File: src/rtl/commit_unit_pkg.sv
// commit_unit_pkg: LC-3b opcode/reg types, commit FSM states and CC helpers
package commit_unit_pkg;
   typedef enum logic [3:0] {
      op_br  = 4'b0000, op_add = 4'b0001, op_ldb = 4'b0010, op_stb = 4'b0011,
      op_jsr = 4'b0100, op_and = 4'b0101, op_ldr = 4'b0110, op_str = 4'b0111,
      op_rti = 4'b1000, op_not = 4'b1001, op_ldi = 4'b1010, op_sti = 4'b1011,
      op_jmp = 4'b1100, op_shf = 4'b1101, op_lea = 4'b1110, op_trap = 4'b1111
   } lc3b_opcode;
   typedef logic [2:0] lc3b_reg;
   typedef enum logic [1:0] {COMMIT, STORE, FLUSH} commit_state_t;
   localparam logic [2:0] CC_RESET = 3'b010;
   // nzp from the sign bit and an all-zero flag, so it works for any word width
   function automatic logic [2:0] gencc(input logic neg, input logic zero);
      return {neg, zero, ~neg & ~zero};
   endfunction
   function automatic logic cccomp(input logic [2:0] cc, input logic [2:0] nzp);
      return |(cc & nzp);
   endfunction
   function automatic logic is_writer(input lc3b_opcode op);
      return op inside {op_add, op_and, op_not, op_shf, op_lea, op_ldr};
   endfunction
endpackage

File: src/rtl/commit_unit_cc_chain.sv
// commit_cc_chain: per-slot CC forward chain and branch-enable evaluation
module commit_cc_chain
   import commit_unit_pkg::*;
#(
   parameter int DATA_WIDTH   = 16,
   parameter int COMMIT_WIDTH = 2
) (
   input  logic [2:0]                         i_cc,
   input  logic [4*COMMIT_WIDTH-1:0]          i_opcode,
   input  logic [3*COMMIT_WIDTH-1:0]          i_dest,
   input  logic [DATA_WIDTH*COMMIT_WIDTH-1:0] i_value,
   output logic [3*(COMMIT_WIDTH+1)-1:0]      o_cc_chain,
   output logic [COMMIT_WIDTH-1:0]            o_br_en
);
   logic [2:0]            w_cc [COMMIT_WIDTH+1];
   logic [DATA_WIDTH-1:0] w_val;
   // w_cc[i] is the CC seen by slot i; writers replace it for every younger slot
   always_comb begin
      w_cc[0] = i_cc;
      o_br_en = '0;
      w_val   = '0;
      for (int i = 0; i < COMMIT_WIDTH; i++) begin
         w_val       = i_value[DATA_WIDTH*i +: DATA_WIDTH];
         o_br_en[i]  = cccomp(w_cc[i], i_dest[3*i +: 3]);
         w_cc[i+1]   = is_writer(lc3b_opcode'(i_opcode[4*i +: 4])) ? gencc(w_val[DATA_WIDTH-1], ~|w_val) : w_cc[i];
      end
   end
   // flatten the chain for the parent
   always_comb begin
      o_cc_chain = '0;
      for (int i = 0; i <= COMMIT_WIDTH; i++) o_cc_chain[3*i +: 3] = w_cc[i];
   end
endmodule

File: src/rtl/commit_unit.sv
// commit_unit: in-order multi-slot retire stage; COMMIT_PERF_EN adds perf counters
module commit_unit
   import commit_unit_pkg::*;
#(
   parameter int DATA_WIDTH   = 16,
   parameter int TAG_WIDTH    = 3,
   parameter int COMMIT_WIDTH = 2,
   localparam int CW          = $clog2(COMMIT_WIDTH + 1)
) (
   input  logic                               clk,
   input  logic                               rst_n,
   input  logic [COMMIT_WIDTH-1:0]            i_rob_valid,
   input  logic [4*COMMIT_WIDTH-1:0]          i_rob_opcode,
   input  logic [3*COMMIT_WIDTH-1:0]          i_rob_dest,
   input  logic [DATA_WIDTH*COMMIT_WIDTH-1:0] i_rob_value,
   input  logic [COMMIT_WIDTH-1:0]            i_rob_predict,
   input  logic [TAG_WIDTH*COMMIT_WIDTH-1:0]  i_rob_tag,
   output logic [CW-1:0]                      o_re_count,
   output logic [COMMIT_WIDTH-1:0]            o_rf_we,
   output logic [3*COMMIT_WIDTH-1:0]          o_rf_dest,
   output logic [DATA_WIDTH*COMMIT_WIDTH-1:0] o_rf_value,
   output logic [TAG_WIDTH*COMMIT_WIDTH-1:0]  o_rf_tag,
   output logic                               o_flush,
   output logic                               o_pcmux_sel,
   output logic [DATA_WIDTH-1:0]              o_new_pc,
   output logic                               o_dmem_write,
   input  logic                               i_dmem_resp,
   output logic [2:0]                         o_cc_out
`ifdef COMMIT_PERF_EN
  ,output logic [31:0]                        o_perf_retired,
   output logic [31:0]                        o_perf_mispredict,
   output logic [31:0]                        o_perf_store_stall
`endif
);
   commit_state_t                    r_state, w_next;
   logic [2:0]                       r_cc, w_cc_next;
   logic [DATA_WIDTH-1:0]            r_new_pc, w_new_pc;
   logic [CW-1:0]                    w_cnt, w_re_count;
   logic [COMMIT_WIDTH-1:0]          w_we_raw, w_rf_we, w_br_en;
   logic [3*(COMMIT_WIDTH+1)-1:0]    w_cc_chain;
   logic                             w_stop;
   lc3b_opcode                       w_op [COMMIT_WIDTH];

   commit_cc_chain #(.DATA_WIDTH(DATA_WIDTH), .COMMIT_WIDTH(COMMIT_WIDTH)) u_cc_chain (
      .i_cc       (r_cc),
      .i_opcode   (i_rob_opcode),
      .i_dest     (i_rob_dest),
      .i_value    (i_rob_value),
      .o_cc_chain (w_cc_chain),
      .o_br_en    (w_br_en)
   );

   // decode opcode fields per slot
   always_comb begin
      for (int i = 0; i < COMMIT_WIDTH; i++) w_op[i] = lc3b_opcode'(i_rob_opcode[4*i +: 4]);
   end

   // next state and retire scan: stop at the first invalid slot, store or mispredict
   always_comb begin
      w_next   = r_state;
      w_cnt    = '0;
      w_we_raw = '0;
      w_new_pc = r_new_pc;
      w_stop   = 1'b0;
      case (r_state)
         STORE: w_next = i_dmem_resp ? COMMIT : STORE;
         FLUSH: w_next = COMMIT;
         default: begin
            for (int i = 0; i < COMMIT_WIDTH; i++) begin
               if (!w_stop) begin
                  if (!i_rob_valid[i] || w_op[i] == op_str) begin
                     w_stop = 1'b1;
                     if (i == 0 && i_rob_valid[0]) w_next = STORE;
                  end else begin
                     w_cnt       = w_cnt + CW'(1);
                     w_we_raw[i] = is_writer(w_op[i]);
                     if (w_op[i] == op_br && w_br_en[i] != i_rob_predict[i]) begin
                        w_stop   = 1'b1;
                        w_next   = FLUSH;
                        w_new_pc = i_rob_value[DATA_WIDTH*i +: DATA_WIDTH];
                     end
                  end
               end
            end
         end
      endcase
      w_re_count = (r_state == STORE) ? CW'(i_dmem_resp) : w_cnt;
      w_cc_next  = (r_state == COMMIT) ? w_cc_chain[3*w_cnt +: 3] : r_cc;
   end

   // only the youngest retiring writer of a destination gets the regfile write
   always_comb begin
      w_rf_we = w_we_raw;
      for (int i = 0; i < COMMIT_WIDTH; i++)
         for (int j = i + 1; j < COMMIT_WIDTH; j++)
            if (w_we_raw[j] && i_rob_dest[3*j +: 3] == i_rob_dest[3*i +: 3]) w_rf_we[i] = 1'b0;
   end

   // state, architectural CC and redirect target
   always_ff @(posedge clk or negedge rst_n) begin
      if (!rst_n) begin
         r_state  <= COMMIT;
         r_cc     <= CC_RESET;
         r_new_pc <= '0;
      end else begin
         r_state  <= w_next;
         r_cc     <= w_cc_next;
         r_new_pc <= w_new_pc;
      end
   end

   assign o_re_count   = rst_n ? w_re_count : '0;
   assign o_rf_we      = rst_n ? w_rf_we : '0;
   assign o_rf_dest    = rst_n ? i_rob_dest : '0;
   assign o_rf_value   = rst_n ? i_rob_value : '0;
   assign o_rf_tag     = rst_n ? i_rob_tag : '0;
   assign o_flush      = r_state == FLUSH;
   assign o_pcmux_sel  = r_state == FLUSH;
   assign o_new_pc     = r_new_pc;
   assign o_dmem_write = r_state == STORE;
   assign o_cc_out     = r_cc;

`ifdef COMMIT_PERF_EN
   logic [31:0] r_perf_retired, r_perf_mispredict, r_perf_store_stall;
   logic [32:0] w_ret_sum;
   assign w_ret_sum = {1'b0, r_perf_retired} + 33'(w_re_count);
   // saturating event counters
   always_ff @(posedge clk or negedge rst_n) begin
      if (!rst_n) begin
         r_perf_retired     <= '0;
         r_perf_mispredict  <= '0;
         r_perf_store_stall <= '0;
      end else begin
         r_perf_retired     <= w_ret_sum[32] ? '1 : w_ret_sum[31:0];
         r_perf_mispredict  <= r_perf_mispredict + 32'((r_state == FLUSH) && ~&r_perf_mispredict);
         r_perf_store_stall <= r_perf_store_stall + 32'((r_state == STORE) && !i_dmem_resp && ~&r_perf_store_stall);
      end
   end
   assign o_perf_retired     = r_perf_retired;
   assign o_perf_mispredict  = r_perf_mispredict;
   assign o_perf_store_stall = r_perf_store_stall;
`endif
endmodule

File: config.mk
export PLATFORM = sky130hd
export DESIGN_NAME = commit_unit
export DESIGN_NICKNAME = d
export VERILOG_FILES = /design/src/rtl/commit_unit_pkg.sv /design/src/rtl/commit_unit_cc_chain.sv /design/src/rtl/commit_unit.sv
export SDC_FILE = /design/constraint.sdc
export NUM_CORES = 1
export LEC_CHECK = 0
export CORE_ASPECT_RATIO = 0.5
export CORE_MARGIN = 4
export CORE_UTILIZATION = 25
export CTS_CLUSTER_SIZE = 20
export DETAILED_ROUTE_END_ITERATION = 16
export SYNTH_ARGS = -nofsm -noshare
export SYNTH_HDL_FRONTEND = slang
export SYNTH_SLANG_ARGS = --single-unit
export TNS_END_PERCENT = 50
File: constraint.sdc
create_clock -name clk -period 2.1 [get_ports clk]
set_input_delay 0.42 -clock clk [delete_from_list [all_inputs] [get_ports clk]]
set_output_delay 0.42 -clock clk [all_outputs]
set_load 0.01 [all_outputs]
==> results by group <==
Cells and area
  – Share of post-route cells with drive strength above 1: between 30% and 40%
  – Layout area overhead: 117%
  – Register area: 528 um2
  – Nets: between 500 and 600
  – Fillers: between 600 and 700
  – Antenna fix cells: 0
  – Area occupied by multi-input gates: roughly 1600 um2

Timing
  – Final worst slack: -0.395 ns
  – Min Hold Slack: ~0.15 ns
  – # setup viols final: 22
  – Final min period: approximately 2.5 ns
  – RSZ-0062 raised after global routing: yes
  – Final Hold Fails: 0
  – Actual slew at the worst max-slew pin: 0.367 ns
  – Final period util: 119%
  – Upper clock frequency limit: about 0.4 GHz
  – Layout Skew: 0.00669 ns
  – Relative slew margins: 75.3%
  – Slew Viols, Final: 0

Drt
  – DRC viols: 0
  – ANT nets after route: 0
  – Routed len/inst: roughly 16 um
  – Drt via density: between 4 and 5
  – Number of iterations in the first detailed-routing pass: 4
  – Initial DRC count: ~120
  – Detailed Route WL: between 8000 and 9000 um
  – Vias post-DR: roughly 2600

Global route
  – First-pass GRT wire length: 14100 um
  – Initial antenna violation count: 0
  – Number of global-route vias before repair: 2717
  – GRT Overall Usage: 18.2%
  – Largest net degree at the start of global routing: 33
  – GRT overflow: 0

CTS
  – CTS Buf Count: 3
  – Worst-case clock buffer depth: 2
  – Skew-Pair Late Insertion Delay: about 0.26 ns
  – Root buffer cell: clkbuf_16
  – Clk slew on worst S/H paths: about 0.060 ns
  – Htree depth: 1
  – Clock Sinks: 21
  – Hold_buf cts: 0
  – CTS tree: yes

Power
  – VDD IR max: just under 400 uV
  – Power Density: approximately 780 nW/um2
  – Static Leakage: 0.00181 uW
  – Power consumption: about 3300 uW

Floorplanning
  – Total core area: 7430 um2
  – DIE WIDTH: approximately 130 um
  – Row Count: 22
  – Die Y: between 70 and 80 um
  – Die ar.: roughly 9300 um2
  – IO Pins: roughly 130
  – Starting Density: between 20% and 30%

Synth
  – Cell taking the most area after synthesis: dfrtp_1
  – Post-Syn Instances: around 250
  – Syn avg cell area: ~7.9 um2
  – Synth Cell Area: 1940 um2
  – Distinct cells, synth: 49
  – Post-synth EDFFs: 0
  – Synth top area share: approximately a quarter
  – Register area share after synthesis: between 20 and 30%
  – Dominant synthesized flop cell: dfrtp_1
  – Synth area leaders: dfrtp_1 (26%), and2_1 (16%), nor2_1 (7.9%)
  – Syn Nets: between 300 and 400
  – Number of synthesized register bits: 21
  – Synth async-reset ratio: 100%
  – Synth warnings: 0

Setup path
  – Critical path arrival: around 2.1 ns
  – CP Class: reg2out
  – CP required: approximately 1.7 ns
  – Crit-path max cell delay: roughly 0.38 ns
  – Worst setup EP type: output port
  – Worst-path fanout max: 3
  – Bufs and invs on worst path: 2
  – Cells along the critical path: a222oi_1 > xnor2_1 > buf_4 > a2111o_1 > nor3b_2 > buf_2
  – Critical Path Source Type: register
  – Worst path slowest cell: dfrtp_1
  – Top cell family by delay on the critical path: compound AO/OA/AOI/OAI gates

Placed design
  – GP Congestion: approximately 0.87
  – Pre-CTS setup slack: -0.962 ns
  – Post-DP HPWL: 6840 um
  – Port Buf Inserts: roughly 130

Run status
  – Status: finished, violations left
  – Failing checks: setup timing

Min path
  – Hold crit path type: in2async

Flow run
  – Max cap viols: 0
==> kinds of logic (layout without fill, tap and decap cells) <==
logic type | Yosys count | count (layout) | synth area share, %
AO/OA/AOI/OAI | 63 | 63 | 24.7
XOR/XNOR | 4 | 4 | 1.80
adder cells (fa/ha/maj) | 4 | 4 | 2.58
buffers and inverters | 22 | 220 | 5.28
flip-flops | 21 | 21 | 27.1
multiplexers | 1 | 1 | 0.515
AND/OR/NAND/NOR | 132 | 133 | 38.0
==> cell type report <==
cell class	instances	share of cell area [%]
tap	96	2.84
clock buffer	3	1.78
inverter	8	0.711
multi-input combinational	205	37.3
timing repair buffer	208	44.7
sequential	21	12.5
clock inverter	1	0.119
==> cells in the final DEF (no fill, tap or decap), types with 7 or more instances in the layout <==
cell / count
clkdlybuf4s50_1: 91
buf_4: 66
and2_1: 47
nor2_1: 40
dfrtp_1: 19
a21oi_2: 18
a211oi_2: 16
buf_2: 12
dlygate4sd2_1: 12
buf_6: 11
nand2_1: 8
inv_1: 7
==> worst paths after layout <==
check | to | slack [ns] | depth (start not counted)
max | o_re_count[1] | -0.40 | 6
min | asynchronous set/reset pin | 0.15 | 2
max reg2reg | o_new_pc[6] | -0.11 | 8
min reg2reg | o_new_pc[12] | 0.62 | 2
max in group asynchronous | asynchronous set/reset pin | 1.74 | 2
min in group clk | o_new_pc[14] | 0.57 | 3
==> routing by layer <==
metal	track usage, %	vias to the layer above	wire length, um
met2	34.8	48	4650
met3	1.87	6	301
met5	0	-	0
li1	-	1285	-
met1	22.6	1258	3710
met4	2.30	0	63
==> power by group <==
group	internal, uW	switching, uW
logic	1260	890
registers	616	119
clock network	256	160
==> cells in the mapped netlist (2+ instances only) <==
cell and count:
a211oi_1 6, a211oi_2 10, a21oi_1 21, a22o_1 3, a31oi_1 2, and2_1 50
and4_1 2, buf_6 2, clkbuf_1 10, dfrtp_1 20, ha_1 4, inv_1 8
nand2_1 9, nand3_1 3, nand4_1 3, nand4bb_1 2, nor2_1 41, nor3_1 5
nor3b_1 2, nor4_1 5, nor4_2 3, o21ai_0 7, xor2_1 3
==> worst reg2reg max path, stage by stage, from the launching register on <==
cell and delay (ns):
dfstp_2 0.37, buf_6 0.11, a22o_1 0.22, o211a_1 0.22, a311o_1 0.29, buf_4 0.15, nand4bb_4 0.26, and2_4 0.27
a211oi_2 0.23
==> what timing repair did <==
item,CTS,global route
pin swaps,38,20
gates resized for setup,125,28
setup endpoints to repair,37,31
gates cloned,3,0
buffers inserted,13,5
==> per-stage QoR <==
stage	util [%]	setup TNS, ns	cell area [um2]	instances
2_1_floorplan	-	-0.571	1960	247
3_3_place_gp	51.2	-16.98	3810	521
3_5_place_dp	51.2	-16.61	3810	521
4_1_cts	56.3	-1.91	4180	541
5_1_grt	56.8	-6.16	4220	542
6_report	56.8	-2.36	4220	542
(Power assumes the default switching activity.)
